==> src/rtl/spi_pkg.sv <==
// Shared types and constants for the SPI master: command opcodes, frame codes and FSM states.
package spi_pkg;

  localparam int FRAME_W = 11;
  localparam int DATA_W  = 8;
  localparam int CNT_W   = 4;

  localparam logic [2:0] CODE_WR_ADDR = 3'b000;
  localparam logic [2:0] CODE_WR_DATA = 3'b001;
  localparam logic [2:0] CODE_RD_ADDR = 3'b110;
  localparam logic [2:0] CODE_RD_DATA = 3'b111;

  typedef enum logic [1:0] {
    WR_ADDR = 2'b00,
    WR_DATA = 2'b01,
    RD_ADDR = 2'b10,
    RD_DATA = 2'b11
  } op_e;

  typedef enum logic [2:0] {
    IDLE,
    LEAD,
    SHIFT,
    WAIT,
    READ,
    GAP
  } state_e;

  function automatic logic [2:0] op_code(input op_e op);
    logic [2:0] code;
    code = CODE_WR_ADDR;
    unique case (op)
      WR_ADDR: code = CODE_WR_ADDR;
      WR_DATA: code = CODE_WR_DATA;
      RD_ADDR: code = CODE_RD_ADDR;
      RD_DATA: code = CODE_RD_DATA;
    endcase
    return code;
  endfunction

endpackage

==> src/rtl/spi_master_shifter.sv <==
// Datapath for the SPI master: 11-bit PISO toward mosi, SIPO from miso and the shared bit counter.
module spi_master_shifter
  import spi_pkg::*;
(
  input  logic               clk,
  input  logic               rst,
  input  logic               load,
  input  logic [FRAME_W-1:0] frame,
  input  logic               shift,
  input  logic               capture,
  input  logic               miso,
  input  logic               cnt_load,
  input  logic [CNT_W-1:0]   cnt_init,
  input  logic               cnt_dec,
  output logic               tx_bit,
  output logic [DATA_W-1:0]  rx_byte,
  output logic [CNT_W-1:0]   cnt
);

  logic [FRAME_W-1:0] tx_q;
  logic [DATA_W-2:0]  rx_q;
  logic [CNT_W-1:0]   cnt_q;

  // The eighth bit is taken straight from miso so the full byte is visible on the last sampling edge.
  always_ff @(posedge clk) begin
    if (rst) begin
      tx_q  <= '0;
      rx_q  <= '0;
      cnt_q <= '0;
    end else begin
      if (load)
        tx_q <= frame;
      else if (shift)
        tx_q <= {tx_q[FRAME_W-2:0], 1'b0};
      if (capture)
        rx_q <= {rx_q[DATA_W-3:0], miso};
      if (cnt_load)
        cnt_q <= cnt_init;
      else if (cnt_dec)
        cnt_q <= cnt_q - CNT_W'(1);
    end
  end

  assign tx_bit  = tx_q[FRAME_W-1];
  assign rx_byte = {rx_q, miso};
  assign cnt     = cnt_q;

endmodule

==> src/rtl/spi_master_ctrl.sv <==
// SPI master controller: accepts one command at a time, frames it as {code, payload} and
// returns the byte read back on RD_DATA frames.
module spi_master_ctrl
  import spi_pkg::*;
#(
  parameter int LEAD_CYCLES = 1,
  parameter int RD_LATENCY  = 2,
  parameter int GAP_CYCLES  = 2
) (
  input  logic              clk,
  input  logic              rst,
  input  logic              cmd_valid,
  output logic              cmd_ready,
  input  logic [1:0]        cmd_op,
  input  logic [DATA_W-1:0] cmd_data,
  output logic              rsp_valid,
  output logic [DATA_W-1:0] rsp_data,
  output logic              ss_n,
  output logic              mosi,
  input  logic              miso,
  output logic              busy
);

  localparam int TMR_W = 16;
  localparam logic [TMR_W-1:0] LEAD_INIT = TMR_W'(LEAD_CYCLES - 1);
  localparam logic [TMR_W-1:0] WAIT_INIT = TMR_W'(RD_LATENCY - 1);
  localparam logic [TMR_W-1:0] GAP_INIT  = TMR_W'(GAP_CYCLES - 1);
  localparam logic [CNT_W-1:0] CNT_SHIFT = CNT_W'(FRAME_W - 1);
  localparam logic [CNT_W-1:0] CNT_READ  = CNT_W'(DATA_W - 1);

  state_e             state_q, state_d;
  logic [TMR_W-1:0]   tmr_q, tmr_init;
  logic               tmr_load;
  logic               rd_q;
  logic               rsp_valid_q;
  logic [DATA_W-1:0]  rsp_data_q;
  logic               accept;
  op_e                op;
  logic [FRAME_W-1:0] frame_d;
  logic               frame_load, shift_en, capture_en, cnt_load, cnt_dec, rsp_fire;
  logic [CNT_W-1:0]   cnt_init, cnt;
  logic               tx_bit;
  logic [DATA_W-1:0]  rx_byte;

  assign op        = op_e'(cmd_op);
  assign cmd_ready = (state_q == IDLE) && !rst;
  assign accept    = cmd_valid && cmd_ready;
  assign frame_d   = {op_code(op), (op == RD_DATA) ? {DATA_W{1'b0}} : cmd_data};

  spi_master_shifter u_shifter (
    .clk      (clk),
    .rst      (rst),
    .load     (frame_load),
    .frame    (frame_d),
    .shift    (shift_en),
    .capture  (capture_en),
    .miso     (miso),
    .cnt_load (cnt_load),
    .cnt_init (cnt_init),
    .cnt_dec  (cnt_dec),
    .tx_bit   (tx_bit),
    .rx_byte  (rx_byte),
    .cnt      (cnt)
  );

  // A general timer paces LEAD, WAIT and GAP; the shifter counter paces SHIFT and READ.
  always_ff @(posedge clk) begin
    if (rst) begin
      state_q     <= IDLE;
      tmr_q       <= '0;
      rd_q        <= 1'b0;
      rsp_valid_q <= 1'b0;
      rsp_data_q  <= '0;
    end else begin
      state_q <= state_d;
      if (tmr_load)
        tmr_q <= tmr_init;
      else if (tmr_q != '0)
        tmr_q <= tmr_q - TMR_W'(1);
      if (accept)
        rd_q <= (op == RD_DATA);
      rsp_valid_q <= rsp_fire;
      if (rsp_fire)
        rsp_data_q <= rx_byte;
    end
  end

  always_comb begin
    state_d    = state_q;
    tmr_load   = 1'b0;
    tmr_init   = LEAD_INIT;
    frame_load = 1'b0;
    shift_en   = 1'b0;
    capture_en = 1'b0;
    cnt_load   = 1'b0;
    cnt_init   = CNT_SHIFT;
    cnt_dec    = 1'b0;
    rsp_fire   = 1'b0;
    unique case (state_q)
      IDLE: begin
        if (accept) begin
          frame_load = 1'b1;
          tmr_load   = 1'b1;
          tmr_init   = LEAD_INIT;
          state_d    = LEAD;
        end
      end
      LEAD: begin
        if (tmr_q == '0) begin
          cnt_load = 1'b1;
          cnt_init = CNT_SHIFT;
          state_d  = SHIFT;
        end
      end
      SHIFT: begin
        shift_en = 1'b1;
        cnt_dec  = 1'b1;
        if (cnt == '0) begin
          if (!rd_q) begin
            tmr_load = 1'b1;
            tmr_init = GAP_INIT;
            state_d  = GAP;
          end else if (RD_LATENCY == 0) begin
            cnt_load = 1'b1;
            cnt_init = CNT_READ;
            state_d  = READ;
          end else begin
            tmr_load = 1'b1;
            tmr_init = WAIT_INIT;
            state_d  = WAIT;
          end
        end
      end
      WAIT: begin
        if (tmr_q == '0) begin
          cnt_load = 1'b1;
          cnt_init = CNT_READ;
          state_d  = READ;
        end
      end
      READ: begin
        capture_en = 1'b1;
        cnt_dec    = 1'b1;
        if (cnt == '0) begin
          rsp_fire = 1'b1;
          tmr_load = 1'b1;
          tmr_init = GAP_INIT;
          state_d  = GAP;
        end
      end
      GAP: begin
        if (tmr_q == '0)
          state_d = IDLE;
      end
      default: state_d = IDLE;
    endcase
  end

  assign ss_n      = !(state_q inside {LEAD, SHIFT, WAIT, READ});
  assign mosi      = (state_q == SHIFT) ? tx_bit : 1'b0;
  assign busy      = (state_q != IDLE);
  assign rsp_valid = rsp_valid_q;
  assign rsp_data  = rsp_data_q;

endmodule

==> config.mk <==
export PLATFORM = sky130hd
export DESIGN_NAME = spi_master_ctrl
export DESIGN_NICKNAME = d
export VERILOG_FILES = /design/src/rtl/spi_pkg.sv /design/src/rtl/spi_master_shifter.sv /design/src/rtl/spi_master_ctrl.sv
export SDC_FILE = /design/constraint.sdc
export NUM_CORES = 1
export LEC_CHECK = 0
export BUFFER_PORTS_ARGS = -buffer_cell sky130_fd_sc_hd__buf_2
export CAP_MARGIN = 5
export CELL_PAD_IN_SITES_DETAIL_PLACEMENT = 0
export CELL_PAD_IN_SITES_GLOBAL_PLACEMENT = 1
export CORE_MARGIN = 2
export CORE_UTILIZATION = 49
export CTS_BUF_LIST = sky130_fd_sc_hd__clkbuf_2
export DETAILED_ROUTE_END_ITERATION = 16
export PLACE_DENSITY = 0.89
export SETUP_SLACK_MARGIN = 0.4
export SLEW_MARGIN = 15
export SYNTH_ARGS = -nofsm -noshare
export SYNTH_HDL_FRONTEND = slang
export SYNTH_SLANG_ARGS = --single-unit
==> constraint.sdc <==
create_clock -name clk -period 4.4 [get_ports clk]
set_input_delay 0.22 -clock clk [delete_from_list [all_inputs] [get_ports clk]]
set_output_delay 0.22 -clock clk [all_outputs]
set_load 0.005 [all_outputs]
* Word level (Yosys, flattened, before mapping)
Cells that the tools add are included.
W data, S select, Z words.
** Storage, ports and cells
- Bits in registers :: 51
- Bits of input ports :: 14
- Output and inout port bits :: 13
- Word-level logic and storage cells :: 72
** Operators by class
- Add/subtract/negate cells :: 2
- Equal/unequal tests :: 14
- Muxes and demuxes :: 31
- Reductions and logical operators :: 17
** Operators by type and width (count)
- $mux W16 :: 2
- $mux W11 :: 2
- $mux W3 :: 7
- $pmux W3 S6 :: 1
- $logic_not A16 Y1 :: 1
- $mux W4 :: 4
- $reduce_bool A16 Y1 :: 1
- $sub A16 B1 Y16 const B :: 1
- $mux W1 :: 12
- $ne A2 B2 Y1 const B :: 6
- $pmux W3 S4 :: 1
- $mux W8 :: 1
- $eq A3 B2 Y1 const B :: 2
- $eq A3 B3 Y1 const B :: 2
- $reduce_and A6 Y1 :: 1
- $reduce_bool A2 Y1 :: 3
- $eq A2 B2 Y1 const B :: 2
- $logic_not A4 Y1 :: 1
- $reduce_bool A4 Y1 :: 1
- $reduce_or A2 Y1 :: 2
- $sub A4 B1 Y4 const B :: 1
- $eq A3 B1 Y1 const B :: 1
- $logic_not A3 Y1 :: 1
- $reduce_bool A3 Y1 :: 1
- other kinds (5) :: 7

* Longest topological paths before layout
- Depth after elaboration :: 6
- Mapped depth :: 7
- Mapped depth without buffers :: 6

* Modules after synthesis
From an unflattened synthesis, not the netlist that was laid out.
** Unflattened totals
- Cell total of the unflattened synthesis :: 293
- Area, all modules :: 2543.7 um2
** Modules (own cells, without submodules)
- spi_master_ctrl :: instances 1, cells an instance 197, area each 1524.0 um2, seq. area each 580.6 um2
- spi_master_shifter :: instances 1, cells an instance 96, area each 1019.7 um2, seq. area each 440.4 um2

* Worst setup path before layout
Ideal clock, no wire load.
- Path type :: reg2reg
- Start :: register tmr_q[0]
- End :: register tmr_q[14]
- Setup time :: 0.072 ns
- Arrival time :: 1.930 ns
- Required time :: 4.328 ns
- Slack :: 2.399 ns
- Cell stages (with the launch flop) :: 8
- Buffers on the path :: 1
- Clock period less this slack :: 2.001 ns
- Path through :: dfxtp_1 -> inv_1 -> ha_1 -> or4b_1 -> clkbuf_1 -> or2_2 -> nor4b_1 -> mux2i_1
** On the way
- Cells in the longest elaborated chain, start to end :: 3
- Elaborated cells between the ends (all ways) :: 5
- Classes of those cells :: add/sub: 1; mux: 2; reduce/logical: 2
** RTL lines
- start, declared :: RTL line spi_master_ctrl.sv:32 : logic [TMR_W-1:0] tmr_q, tmr_init;
- start signal, assigned :: RTL line spi_master_ctrl.sv:77 : tmr_q <= tmr_init;
- start signal, assigned :: RTL line spi_master_ctrl.sv:79 : tmr_q <= tmr_q - TMR_W'(1);
- $sub A16 B1 Y16 :: RTL line spi_master_ctrl.sv:79
- $mux W16 :: RTL line spi_master_ctrl.sv:78 : else if (tmr_q != '0)
- $mux W16 :: RTL line spi_master_ctrl.sv:76 : if (tmr_load)
Several ways; a longest one is shown, not always the timed one. The select of a mux whose other input is x is not followed.
A chain may end at the register's enable or synchronous reset.

* Worst setup path in the final report
- Start :: register tmr_q[0]
- End :: register state_q[1]
** On the way
- Cells in the longest elaborated chain, start to end :: 3
- Elaborated cells between the ends (all ways) :: 5
- Classes of those cells :: eq/ne: 3; reduce/logical: 2
** RTL lines
- $logic_not A16 Y1 (*) :: RTL line spi_master_ctrl.sv:109, spi_master_ctrl.sv:135, spi_master_ctrl.sv:152
- $ne A2 B2 Y1 (no line)
- $reduce_and A6 Y1 (no line) (*)
- end signal, assigned :: RTL line spi_master_ctrl.sv:75 : state_q <= state_d;
- end, declared :: RTL line spi_master_ctrl.sv:31 : state_e state_q, state_d;
Every way passes the cells marked *; elsewhere a longest branch is shown, timed or not.

==> results summary <==
The die covers 5450 um^2. The synthesized design spends more area on one cell type than any other, namely dfxtp_1. Across the VDD grid, the largest voltage drop is 272 uV.

The most instantiated library cell after synthesis is dfxtp_1. The total number of yosys warnings came out at 0. After synthesis, the share of flip-flops with an asynchronous set or reset is 0%. The count of nets after finishing came out at roughly 330. Sequential cells account for between 30% and 40% of the total power. The number of enable-type register cells in the synthesized netlist is 0. In this run the most critical hold path is launched from cmd_data[0]. The floorplan step set the die height to ~74 um. The number of levels the H-tree was split into is 2. The origin of the critical flop-to-flop path is tmr_q[0].

Across the run, the number of max-cap violations was 0. The net switching power came out at 858 uW. The internal power contribution came out at 1060 uW. The aggregate negative setup slack came out at 0 ns. Clock tree synthesis selected as its root buffer the cell clkbuf_2. The final antenna diode count is 0.

The number of synthesized register bits is 51. The global-route congestion overflow total is 0. The area share of the largest cell type after synthesis is about 43%. The critical-path maximum fanout came out at 12. The clock latency on the worst-skew pair is 0.42 ns. The die is 73.8 um wide.

The number of hold violations in the final report was 0. The clock share of power came out at about 9.0%. The clock edge transition at the registers on the reported setup and hold paths came out at 0.23 ns. Detailed placement finished with a half-perimeter wire length of approximately 3400 um. The number of antenna violations at the first check in global routing is 0. The congestion estimate from routability-driven global placement came to just under 0.8.

Ranked by instance count, the synthesized netlist is headed by dfxtp_1 (51), a21oi_1 (32), nand2_1 (31). The area of the core came out at about 4700 um^2. TritonCTS built the clock tree. The worst setup path is captured at a flop. The residual DRC count is 0. The share of synthesized area occupied by flip-flops and latches came out at around 43%. The count of final max-slew check failures is 0. The overall track demand over capacity in global routing is between 20% and 30%. The number of clock sinks came out at ~50. Power spread over the standard cell area amounts to just over 700 nW/um^2.

The number of nets in the synthesized netlist is 300. Entering global routing, the biggest net connects 33 pins. Once layout is complete, the utilization of the core stands at a little under three fifths.

The first detailed-routing pass took 4 iterations. The final wirelength is 5030 um. Ranked by total cell area, the synthesized netlist is headed by dfxtp_1 (43%), a21oi_1 (6.7%), nand2_1 (4.9%).

The total clock buffers created by CTS came out at 5. The relative slew slack came out at a little under three fifths. The number of distinct library cells after synthesis came out at 52.

In this run the worst hold path is classified as input pin to flop. The fraction of power spent switching nets is between 40 and 50%. For this configuration, the core starts out at a cell density of 50.6%. Setup repair after global routing left no endpoint under its margin. The start-to-end type of the worst setup path is flop to flop. The post-synthesis instance area is 2390 um^2. After detailed routing, the average wire length per cell comes to around 13 um. Counting I/O delays and the setup requirement, the final critical path takes about 2.3 ns. The arrival time reported for the critical path endpoint came out at 2.70 ns. The most used flip-flop cell after synthesis is dfxtp_1. The kind of start point of the critical path is a flop. The maximum frequency from static timing analysis came out at 429 MHz.

The number of buffers between clock root and the deepest sink is 2. During I/O placement, the number of pins put on the boundary was 27. The share of the clock period used by the worst path after layout came out at between 50% and 60%.

The maximum clock skew at final layout came out at ~0.011 ns. The number of vias in the routed layout is roughly 2100. The number of nets with antenna violations after routing is 0. The flow ran to the end, and the final reports show no timing, DRC or antenna violations. The iteration-0 DRC count of the detailed router is approximately 140.

In this run the mean area of a mapped cell was 8.44 um^2. During placement, the flow inserted port buffers numbering 26. The relative area change from synthesis to final layout came out at 11.9%. The transition time of the tightest slew-check pin came out at between 0.6 and 0.7 ns. The cell count after synthesis came out at 283. The site row count is 25.

The leakage power figure is between 0.001 and 0.0015 uW. The post-route netlist has 15.2% of its cells at a drive strength greater than 1. The portion of total power attributed to combinational logic is between 50% and 60%. The via count of the first global-routing pass came out at 2017. STA puts the critical path data required time at 4.77 ns. Tracing the worst setup path back leads to its startpoint at tmr_q[0]. Setup violations remaining at the end of the flow were counted as 0.

The detailed-route vias per instance came out at roughly 5.6. The wire length of the first global-routing pass came out at a little under 9000 um.
layer usage:
metal	track usage (%)	up-vias	share of wire, %
met5	0	-	0
met3	4.12	6	3.4
met1	26.5	976	51
met4	4.85	0	1.0
met2	34.2	31	45
li1	-	1091	-
timing repair:
action                                 4_1_cts  5_1_grt
buffers inserted                             0        0
endpoints found under the hold margin        7        0
hold buffers                                 7        0
resized for setup                            0        0
worst max-delay path: stages, from the launching register on:
cell and delay, ns:
dfxtp_1 0.38, inv_1 0.10, ha_1 0.14, nor4b_2 0.48, nand4_1 0.52, a2111o_1 0.54
a21oi_1 0.13
final timing paths:
| kind | end | slack [ns] | cells after the start |
|---|---|---|---|
| min | u_shifter.tx_q[0] | 0.04 | 3 |
| max reg2reg | state_q[1] | 2.07 | 6 |
| max | state_q[1] | 2.07 | 6 |
| min reg2reg | rsp_data[2] | 0.47 | 2 |
cell type report:
type                            count  area [um^2]
Fill cell                         464         2050
Timing Repair Buffer               36          223
Clock buffer                        5         25.0
Sequential cell                    51         1020
Inverter                            8         30.0
Multi-Input combinational cell    208         1280
Clock inverter                      2         8.76
Tap cell                           67         83.8
cells in the final DEF (no fill, tap or decap), types with 6 or more instances in the layout:
cell           count
buf_2             26
nand2_1           31
a21oi_1           32
o21ai_0           13
inv_1              6
nand3_1           16
mux2i_1            9
dlygate4sd3_1      7
nor2_1            18
dfxtp_1           51
o31ai_1           14
power groups by stage:
stage	Combinational, uW	Clock [uW]	Sequential, uW
global route	1170	194	737
global placement	1010	0	720
CTS	1040	179	715
finish	1030	171	716
floorplan	853	0	674
detailed placement	1030	0	725
registers in the layout, summed over array words and instances, names as in the netlist:
register        count
u_shifter.tx_q     11
rsp_data            8
rd_q                1
state_q             3
tmr_q              16
u_shifter.cnt       4
rsp_valid           1
u_shifter.rx_q      7
stage by stage:
stage	hold slack, ns	setup WS, ns	instance area [um^2]	std cells	power [uW]
after floorplan	0.355	2.40	2390	283	1530
after global placement	0.442	2.14	2570	363	1730
after detailed placement	0.447	2.07	2570	363	1750
after CTS	0.0108	2.03	2670	377	1930
after global routing	0.0197	1.75	2670	377	2100
final	0.0406	2.07	2670	377	1910
kinds of logic (layout without fill, tap and decap cells):
| kind of cell | Yosys count | after routing | share of synthesized area, % |
|---|---|---|---|
| DFF | 51 | 51 | 42.7 |
| AOI/OAI and AO/OA | 80 | 80 | 21.2 |
| buffers and inverters | 24 | 51 | 3.77 |
| muxes | 10 | 10 | 4.24 |
| adders and majority gates | 3 | 3 | 1.57 |
| xor gates and xnor gates | 6 | 6 | 2.20 |
| and+or+nand+nor | 109 | 109 | 24.3 |
(Power assumes the default switching activity.)
